`src/rtl/stable_hold_driver_if.sv`:
```
// stable_hold_driver_if: valid/ready request channel feeding stable_hold_driver
// The producer (master) offers req_data under req_valid; the driver (slave) answers with req_ready.
interface stable_hold_driver_if #(
    parameter int WIDTH = 1
);
    logic             req_valid;
    logic [WIDTH-1:0] req_data;
    logic             req_ready;
    modport master (output req_valid, output req_data, input req_ready);
    modport slave  (input req_valid, input req_data, output req_ready);
endinterface

```
`src/rtl/stable_hold_driver.sv`:
```
// stable_hold_driver: drives sig_out from a valid/ready channel, holding each new value >= MIN_HOLD edges
// Define STABLE_CHECK_EN to add a shadow edge counter that raises a sticky stab_err on an early change.
module stable_hold_driver #(
    parameter int WIDTH    = 1,
    parameter int MIN_HOLD = 4,
    parameter int CNT_W    = 8
) (
    input  logic                   clk,
    input  logic                   rst_n,
    stable_hold_driver_if.slave    req,
    output logic [WIDTH-1:0]       sig_out,
    output logic                   changed,
    output logic [CNT_W-1:0]       hold_cnt,
    output logic                   stab_err
);
    localparam logic [0:0]       IDLE  = 1'b0;
    localparam logic [0:0]       HOLD  = 1'b1;
    localparam logic [CNT_W-1:0] LOAD  = CNT_W'(MIN_HOLD - 1);
    localparam bit               MULTI = MIN_HOLD > 1;

    logic [0:0] state;
    logic       accept;
    logic       upd;

    assign req.req_ready = state == IDLE;
    assign accept        = req.req_valid & req.req_ready;
    assign upd           = accept && (req.req_data != sig_out);

    // With MIN_HOLD==1 the block never leaves IDLE, allowing a change on every edge.
    always_ff @(posedge clk or negedge rst_n) begin
        if (!rst_n) begin
            state    <= IDLE;
            sig_out  <= '0;
            changed  <= 1'b0;
            hold_cnt <= '0;
        end else begin
            changed <= upd;
            if (state == IDLE) begin
                if (upd) sig_out <= req.req_data;
                if (upd && MULTI) begin
                    hold_cnt <= LOAD;
                    state    <= HOLD;
                end
            end else begin
                if (hold_cnt != '0) hold_cnt <= hold_cnt - CNT_W'(1);
                if (hold_cnt <= CNT_W'(1)) state <= IDLE;
            end
        end
    end

`ifdef STABLE_CHECK_EN
    logic [CNT_W-1:0] shadow;
    // shadow = edges since the last change, counting the change edge itself, saturating at MIN_HOLD.
    always_ff @(posedge clk or negedge rst_n) begin
        if (!rst_n) begin
            shadow   <= CNT_W'(MIN_HOLD);
            stab_err <= 1'b0;
        end else begin
            shadow <= upd ? CNT_W'(1) : (shadow < CNT_W'(MIN_HOLD) ? shadow + CNT_W'(1) : shadow);
            if (upd && shadow < CNT_W'(MIN_HOLD)) stab_err <= 1'b1;
        end
    end
`else
    assign stab_err = 1'b0;
`endif
endmodule

```
`src/flat_wrapper.sv`:
```
// flat-port wrapper written by rule: the top's interface ports become plain ports
module stable_hold_driver_flat 
#(
    parameter int WIDTH    = 1,
    parameter int MIN_HOLD = 4,
    parameter int CNT_W    = 8
)
  (clk, rst_n, sig_out, changed, hold_cnt, stab_err, req_req_valid, req_req_data, req_req_ready);
  stable_hold_driver_if #(.WIDTH(WIDTH)) req_i ();
  input  logic clk;
  input  logic rst_n;
  output logic [WIDTH-1:0] sig_out;
  output logic changed;
  output logic [CNT_W-1:0] hold_cnt;
  output logic stab_err;
  input wire logic [$bits(req_i.req_valid)-1:0] req_req_valid;
  input wire logic [$bits(req_i.req_data)-1:0] req_req_data;
  output wire logic [$bits(req_i.req_ready)-1:0] req_req_ready;
  assign req_i.req_valid = req_req_valid;
  assign req_i.req_data = req_req_data;
  assign req_req_ready = req_i.req_ready;
  stable_hold_driver #(.WIDTH(WIDTH), .MIN_HOLD(MIN_HOLD), .CNT_W(CNT_W)) u_core (.clk(clk), .rst_n(rst_n), .req(req_i), .sig_out(sig_out), .changed(changed), .hold_cnt(hold_cnt), .stab_err(stab_err));
endmodule
```
`config.mk`:
```
export PLATFORM = sky130hd
export DESIGN_NAME = stable_hold_driver_flat
export DESIGN_NICKNAME = d
export VERILOG_FILES = /design/src/rtl/stable_hold_driver_if.sv /design/src/rtl/stable_hold_driver.sv /design/src/flat_wrapper.sv
export SDC_FILE = /design/constraint.sdc
export NUM_CORES = 1
export LEC_CHECK = 0
export CAP_MARGIN = 40
export CORE_MARGIN = 10
export CORE_UTILIZATION = 41
export CTS_CLUSTER_SIZE = 40
export DETAILED_ROUTE_END_ITERATION = 10
export GPL_TIMING_DRIVEN = 0
export PLACE_DENSITY_LB_ADDON = 0.3
export SYNTH_ARGS = -nofsm -noshare
export SYNTH_HDL_FRONTEND = slang
export SYNTH_SLANG_ARGS = --single-unit
```
`constraint.sdc`:
```
create_clock -name clk -period 1.4 [get_ports clk]
set_input_delay 0.42 -clock clk [delete_from_list [all_inputs] [get_ports clk]]
set_output_delay 0.42 -clock clk [all_outputs]
set_load 0.01 [all_outputs]
```
Word level (Yosys, flattened, before mapping)
Index checks and enable logic that the tools add are counted.
{ "totals": {"register_bits": 11, "out_inout_bits": 12} }
{ "op_classes": {"addsub": 1, "magnitude_cmp": 1, "n_eq_ne": 2, "mux": 6, "bitwise_logic": 2, "n_reduce_logical": 5} }
{ "op_table": {"columns": ["op", "n"], "rows": [
  ["8-bit two-way mux", 3],
  ["8-bit by 1-bit <= comparator with 1-bit output, second input constant", 1],
  ["8-bit nonzero test", 1],
  ["8-bit by 1-bit subtractor with 8-bit output, second input constant", 1],
  ["2-bit AND reduction", 2],
  ["1-bit two-way mux", 3],
  ["2-bit inequality test, second input constant", 1],
  ["2-bit nonzero test", 1],
  ["1-bit bitwise AND", 1],
  ["1-bit logical AND", 1],
  ["1-bit inequality test", 1],
  ["1-bit inverter", 1]
]} }

Depth between registers and ports, before layout
{ "depth": {"depth_word": 5, "mapped_depth": 5, "ltp_nobuf": 5} }

Least setup slack after synthesis
OpenSTA, ideal clock, no wires.
{ "synth_path": {"path_kind": "reg-to-reg", "startpoint": "register u_core.hold_cnt[0]", "endpoint": "register u_core.hold_cnt[6]", "setup_time_ps": 77, "arrival_ps": 1512, "slack_ps": -190, "stages_incl_launch_ff": 6, "path_buffers": 0, "period_less_slack_ps": 1590, "path_cell_list": "dfrtp_1 inv_1 ha_1 nand2_1 or4_1 a21oi_1"} }
{ "synth_via": {"elab_chain_cells": 3} }
{ "synth_lines": {"columns": ["element", "line", "source"], "rows": [
  ["from (decl)", "stable_hold_driver.sv:13", "output logic [CNT_W-1:0] hold_cnt,"],
  ["from (signal assigned)", "stable_hold_driver.sv:45", "if (hold_cnt != '0) hold_cnt <= hold_cnt - CNT_W'(1);"],
  ["8-bit by 1-bit subtractor with 8-bit output / 8-bit nonzero test (equally long branches)", "stable_hold_driver.sv:45", null],
  ["8-bit two-way mux / 2-bit inequality test (equally long branches)", null, null],
  ["8-bit two-way mux / 2-bit AND reduction (equally long branches)", null, null]
]} }
Parallel ways exist; a longest one is shown, timed or not. The select of a mux whose other input is x is not followed.
A chain may end at the register's enable or synchronous reset.

Worst setup path in the final report
{ "layout_path": {"startpoint": "register u_core.hold_cnt[5]", "endpoint": "register u_core.hold_cnt[7]"} }
The elaborated chain is that of the path after synthesis.

==> impl_summary.txt <==
----------------------------------------------------
[Outcome]
  Result of the run ... finished, violations left
  Violations in the final reports ... setup timing

[Power]
  Peak supply drop ... 0.00142 V
  Leak pwr ... 0.541 nW
  Switching power of the nets ... 1.18 mW
  Flop pwr share ... 21.1%
  Internal Dissipation ... 1.75 mW
  Total power density per cell area ... 2640 mW/mm^2
  Proportion of power drawn by the clock network ... 7.9%
  Switching share of power ... 40.4%
  Part of the power in combinational logic ... 71.0%

[Final layout]
  Final net count ... 118
  Most common library cell in the layout ignoring fill and taps ... sky130_fd_sc_hd__buf_4
  Number of antenna repair diodes ... 0
  Most used cells in the layout excluding fill and tap cells ... 28 x sky130_fd_sc_hd__buf_4, 8 x sky130_fd_sc_hd__dfrtp_1, 7 x sky130_fd_sc_hd__buf_6, 6 x sky130_fd_sc_hd__a21oi_1
  Fraction of layout instances using a drive strength above 1 ... 55.0%
  Final core area utilization ... 74.7%
  Final standard cell area without fillers ... 0.00111 mm^2
  Area growth from synthesis to layout ... 76.0%

[Worst setup path]
  Critical path start-end classification ... flip-flop to flip-flop
  Crit Path Max Fanout ... 3
  Data required time of the worst path ... 1.61 ns
  Critical Path Source Type ... flip-flop
  Data arrival, critical path ... 1.82 ns
  CP endpoint kind ... flip-flop

[Global route]
  Vias in the first global route ... 660
  Global route total overflow ... 0
  Number of antenna violations at the first check in global routing ... 0
  Total routing usage reported by global routing ... 11.3%
  Largest net degree at the start of global routing ... 12
  Wire length of the first global-routing pass ... 3110 um

[Floorplanning]
  Io pins ... 16
  Number of rows created at floorplan ... 14
  Effective utilization at floorplan ... 42.4%
  Placeable core region ... 0.00149 mm^2
  Horizontal extent of the die ... 59.3 um
  Die Footprint ... 0.00351 mm^2
  Floorplan die height ... 59.3 um

[Timing]
  Final number of hold-violating endpoints ... 0
  Setup skew after layout ... 0.00442 ns
  Summed negative setup slack over all endpoints ... -1.29 ns
  Number of setup violations in the final report ... 11
  Worst slew pin tran ... 0.522 ns
  RSZ-0062 raised after global routing ... true
  Time the worst path needs with I/O delays and setup ... 1.61 ns
  Max Transition Viols Final ... 0
  Worst slew slack as a fraction of its limit ... 65.1%
  FMAX ... 621 MHz
  PnR worst setup slack ... -0.210 ns
  Fin crit share ... 115%

[Detailed routing]
  Average wire per cell in the routed design ... 17.7 um
  Post-route antenna net violation count ... 0
  Post-detailed-routing wire length ... 2250 um
  Number of vias after detailed routing ... 697
  DRC Markers ... 0
  Count of TritonRoute iterations in the first routing pass ... 4
  Number of violations reported at the end of detailed-routing iteration 0 ... 24
  Per-cell via count in the routed design ... 5.49

[Placed design]
  Global placement routability congestion ... 0.690
  Sum of net half-perimeters after detailed placement ... 1070 um
  Place WS ... -0.191 ns
  Placed inst area ... 807 um^2
  I/O Buffers ... 14

[Logic synthesis]
  Combinational family with the most area after synthesis ... compound AO/OA/AOI/OAI gates
  Proportion of synthesized chip area in sequential cells ... 43.6%
  Multiplexer share of the synthesized area ... 4.75%
  Arithmetic-cell share of the synthesized area counting full adders, half adders and majority gates ... 3.96%
  Mean cell area of the mapped netlist ... 10.2 um^2
  Share of the synthesized netlist area taken by xor and xnor gates ... 2.77%
  Synthesized-area fraction occupied by ao, oa, aoi and oai cells ... 20.4%
  Number of register bits inferred by synthesis ... 11
  Number of instances in the synthesized netlist ... 62
  Simple logic cell fraction of the synthesized area ... 19.2%
  Number of distinct library cells after synthesis ... 30
  Synthesized Nets ... 68
  Ys Warns ... 0
  Post-Synthesis Cell Area ... 632 um^2

[Clocking]
  Clock tree from TritonCTS ... built
  Number of buffers inserted by hold repair at cts ... 0
  Worst skew pair latency ... 0.28 ns
  Number of levels the H-tree was split into ... 1
  Clock transition time at the flip-flop clock pins of the worst setup and hold paths ... 0.08 ns
  Number of buffers on the longest clock path ... 2
  Number of buffers created by CTS ... 3
  Clock Sinks ... 11
  Library cell used as clock root buffer ... sky130_fd_sc_hd__clkbuf_4

[Flow run]
  Number of max-cap violations ... 0

[Hold path]
  Worst min-delay path class ... input pin to async pin

----------------------------------------------------
==> final cells by class <==
type	count	area (um^2)
clock buffer	4	26.3
sequential	11	279
tap	16	20.0
inverter	3	11.3
buffer	1	7.51
fill	97	377
timing repair buffer	46	383
multi-input combinational	46	385
==> critical path: stages, from the launching register on <==
cell	delay, ns
sky130_fd_sc_hd__dfrtp_1	0.41
sky130_fd_sc_hd__buf_6	0.14
sky130_fd_sc_hd__or3_4	0.34
sky130_fd_sc_hd__or4b_4	0.53
sky130_fd_sc_hd__a21oi_2	0.12
==> path summary, 6_finish.rpt <==
kind	from	end	slack, ns	cells past startpoint
max in group asynchronous	rst_n	u_core.hold_cnt[4]	0.54	1
min in group clk	u_core.hold_cnt[6]	u_core.hold_cnt[6]	0.63	2
hold / removal	rst_n	u_core.hold_cnt[3]	0.48	1
setup reg to reg	u_core.hold_cnt[5]	u_core.hold_cnt[7]	-0.21	4
setup / recovery	u_core.hold_cnt[5]	u_core.hold_cnt[7]	-0.21	4
hold reg to reg	u_core.hold_cnt[6]	u_core.hold_cnt[6]	0.63	2
==> layer usage <==
layer	GRT usage [%]	up-vias	routed length, um	part of all wire, %
li1	-	324	-	-
met1	12.7	334	912	41
met2	18.9	33	1140	51
met3	3.22	6	156	6.9
met4	5.90	0	38	1.7
met5	0	-	0	0
==> per-stage QoR <==
step	instances	hold WS, ns	total power [mW]
floorplan	62	0.124	1.35
global placement	92	0.515	1.77
detailed placement	92	0.514	1.81
CTS	113	0.506	2.41
global route	127	0.510	3.11
finish	127	0.483	2.93
==> cells in the mapped netlist <==
master / instances / area (um^2)
sky130_fd_sc_hd__buf_4: 1 / 7.51
sky130_fd_sc_hd__o21ai_0: 2 / 10.0
sky130_fd_sc_hd__inv_1: 3 / 11.3
sky130_fd_sc_hd__mux2i_1: 3 / 30.0
sky130_fd_sc_hd__conb_1: 1 / 3.75
sky130_fd_sc_hd__or2_1: 1 / 6.26
sky130_fd_sc_hd__a211o_1: 2 / 17.5
sky130_fd_sc_hd__or3b_4: 1 / 11.3
sky130_fd_sc_hd__o21ai_1: 1 / 5.00
sky130_fd_sc_hd__nand2b_1: 2 / 12.5
sky130_fd_sc_hd__or4_1: 2 / 15.0
sky130_fd_sc_hd__xor2_1: 1 / 8.76
sky130_fd_sc_hd__nor4_2: 1 / 12.5
sky130_fd_sc_hd__buf_6: 1 / 11.3
sky130_fd_sc_hd__dfrtp_1: 11 / 275
sky130_fd_sc_hd__nor2_2: 1 / 6.26
sky130_fd_sc_hd__xnor2_1: 1 / 8.76
sky130_fd_sc_hd__nor2_1: 2 / 7.51
sky130_fd_sc_hd__ha_1: 2 / 25.0
sky130_fd_sc_hd__or4b_1: 1 / 10.0
sky130_fd_sc_hd__a21o_1: 2 / 15.0
sky130_fd_sc_hd__a2111oi_2: 1 / 15.0
sky130_fd_sc_hd__a21oi_1: 7 / 35.0
sky130_fd_sc_hd__or3_1: 1 / 6.26
sky130_fd_sc_hd__a31o_2: 1 / 8.76
sky130_fd_sc_hd__o211ai_1: 1 / 7.51
sky130_fd_sc_hd__and2b_2: 1 / 8.76
sky130_fd_sc_hd__o31ai_1: 2 / 15.0
sky130_fd_sc_hd__nand2_1: 5 / 18.8
sky130_fd_sc_hd__or2_2: 1 / 6.26
==> what timing repair did <==
action | CTS | global route
gates resized for setup | 29 | 16
pin swaps | 6 | 8
gates cloned | 0 | 0
setup buffers | 19 | 14
endpoints found under the setup margin | 18 | 15
==> flip-flops by register name, summed over array words and instances, names as in the netlist <==
name	flops
u_core.changed	1
u_core.hold_cnt	8
u_core.sig_out	1
u_core.state	1
==> power groups by stage <==
stage                     clock network [mW]  registers [mW]  logic, mW
after floorplan                            0           0.673      0.679
after global placement                     0           0.643       1.12
after detailed placement                   0           0.651       1.16
after CTS                              0.228           0.585       1.60
after global routing                   0.245           0.637       2.23
final                                  0.231           0.620       2.08
==> logic make-up after synthesis <==
| group | after synthesis |
|---|---|
| and+or+nand+nor | 19 |
| other | 1 |
| buffers and inverters | 5 |
| adders and majority gates | 2 |
| muxes | 3 |
| xor gates and xnor gates | 2 |
| DFF | 11 |
| AOI/OAI and AO/OA | 19 |
Note: power is estimated with default switching activity, not from simulation.
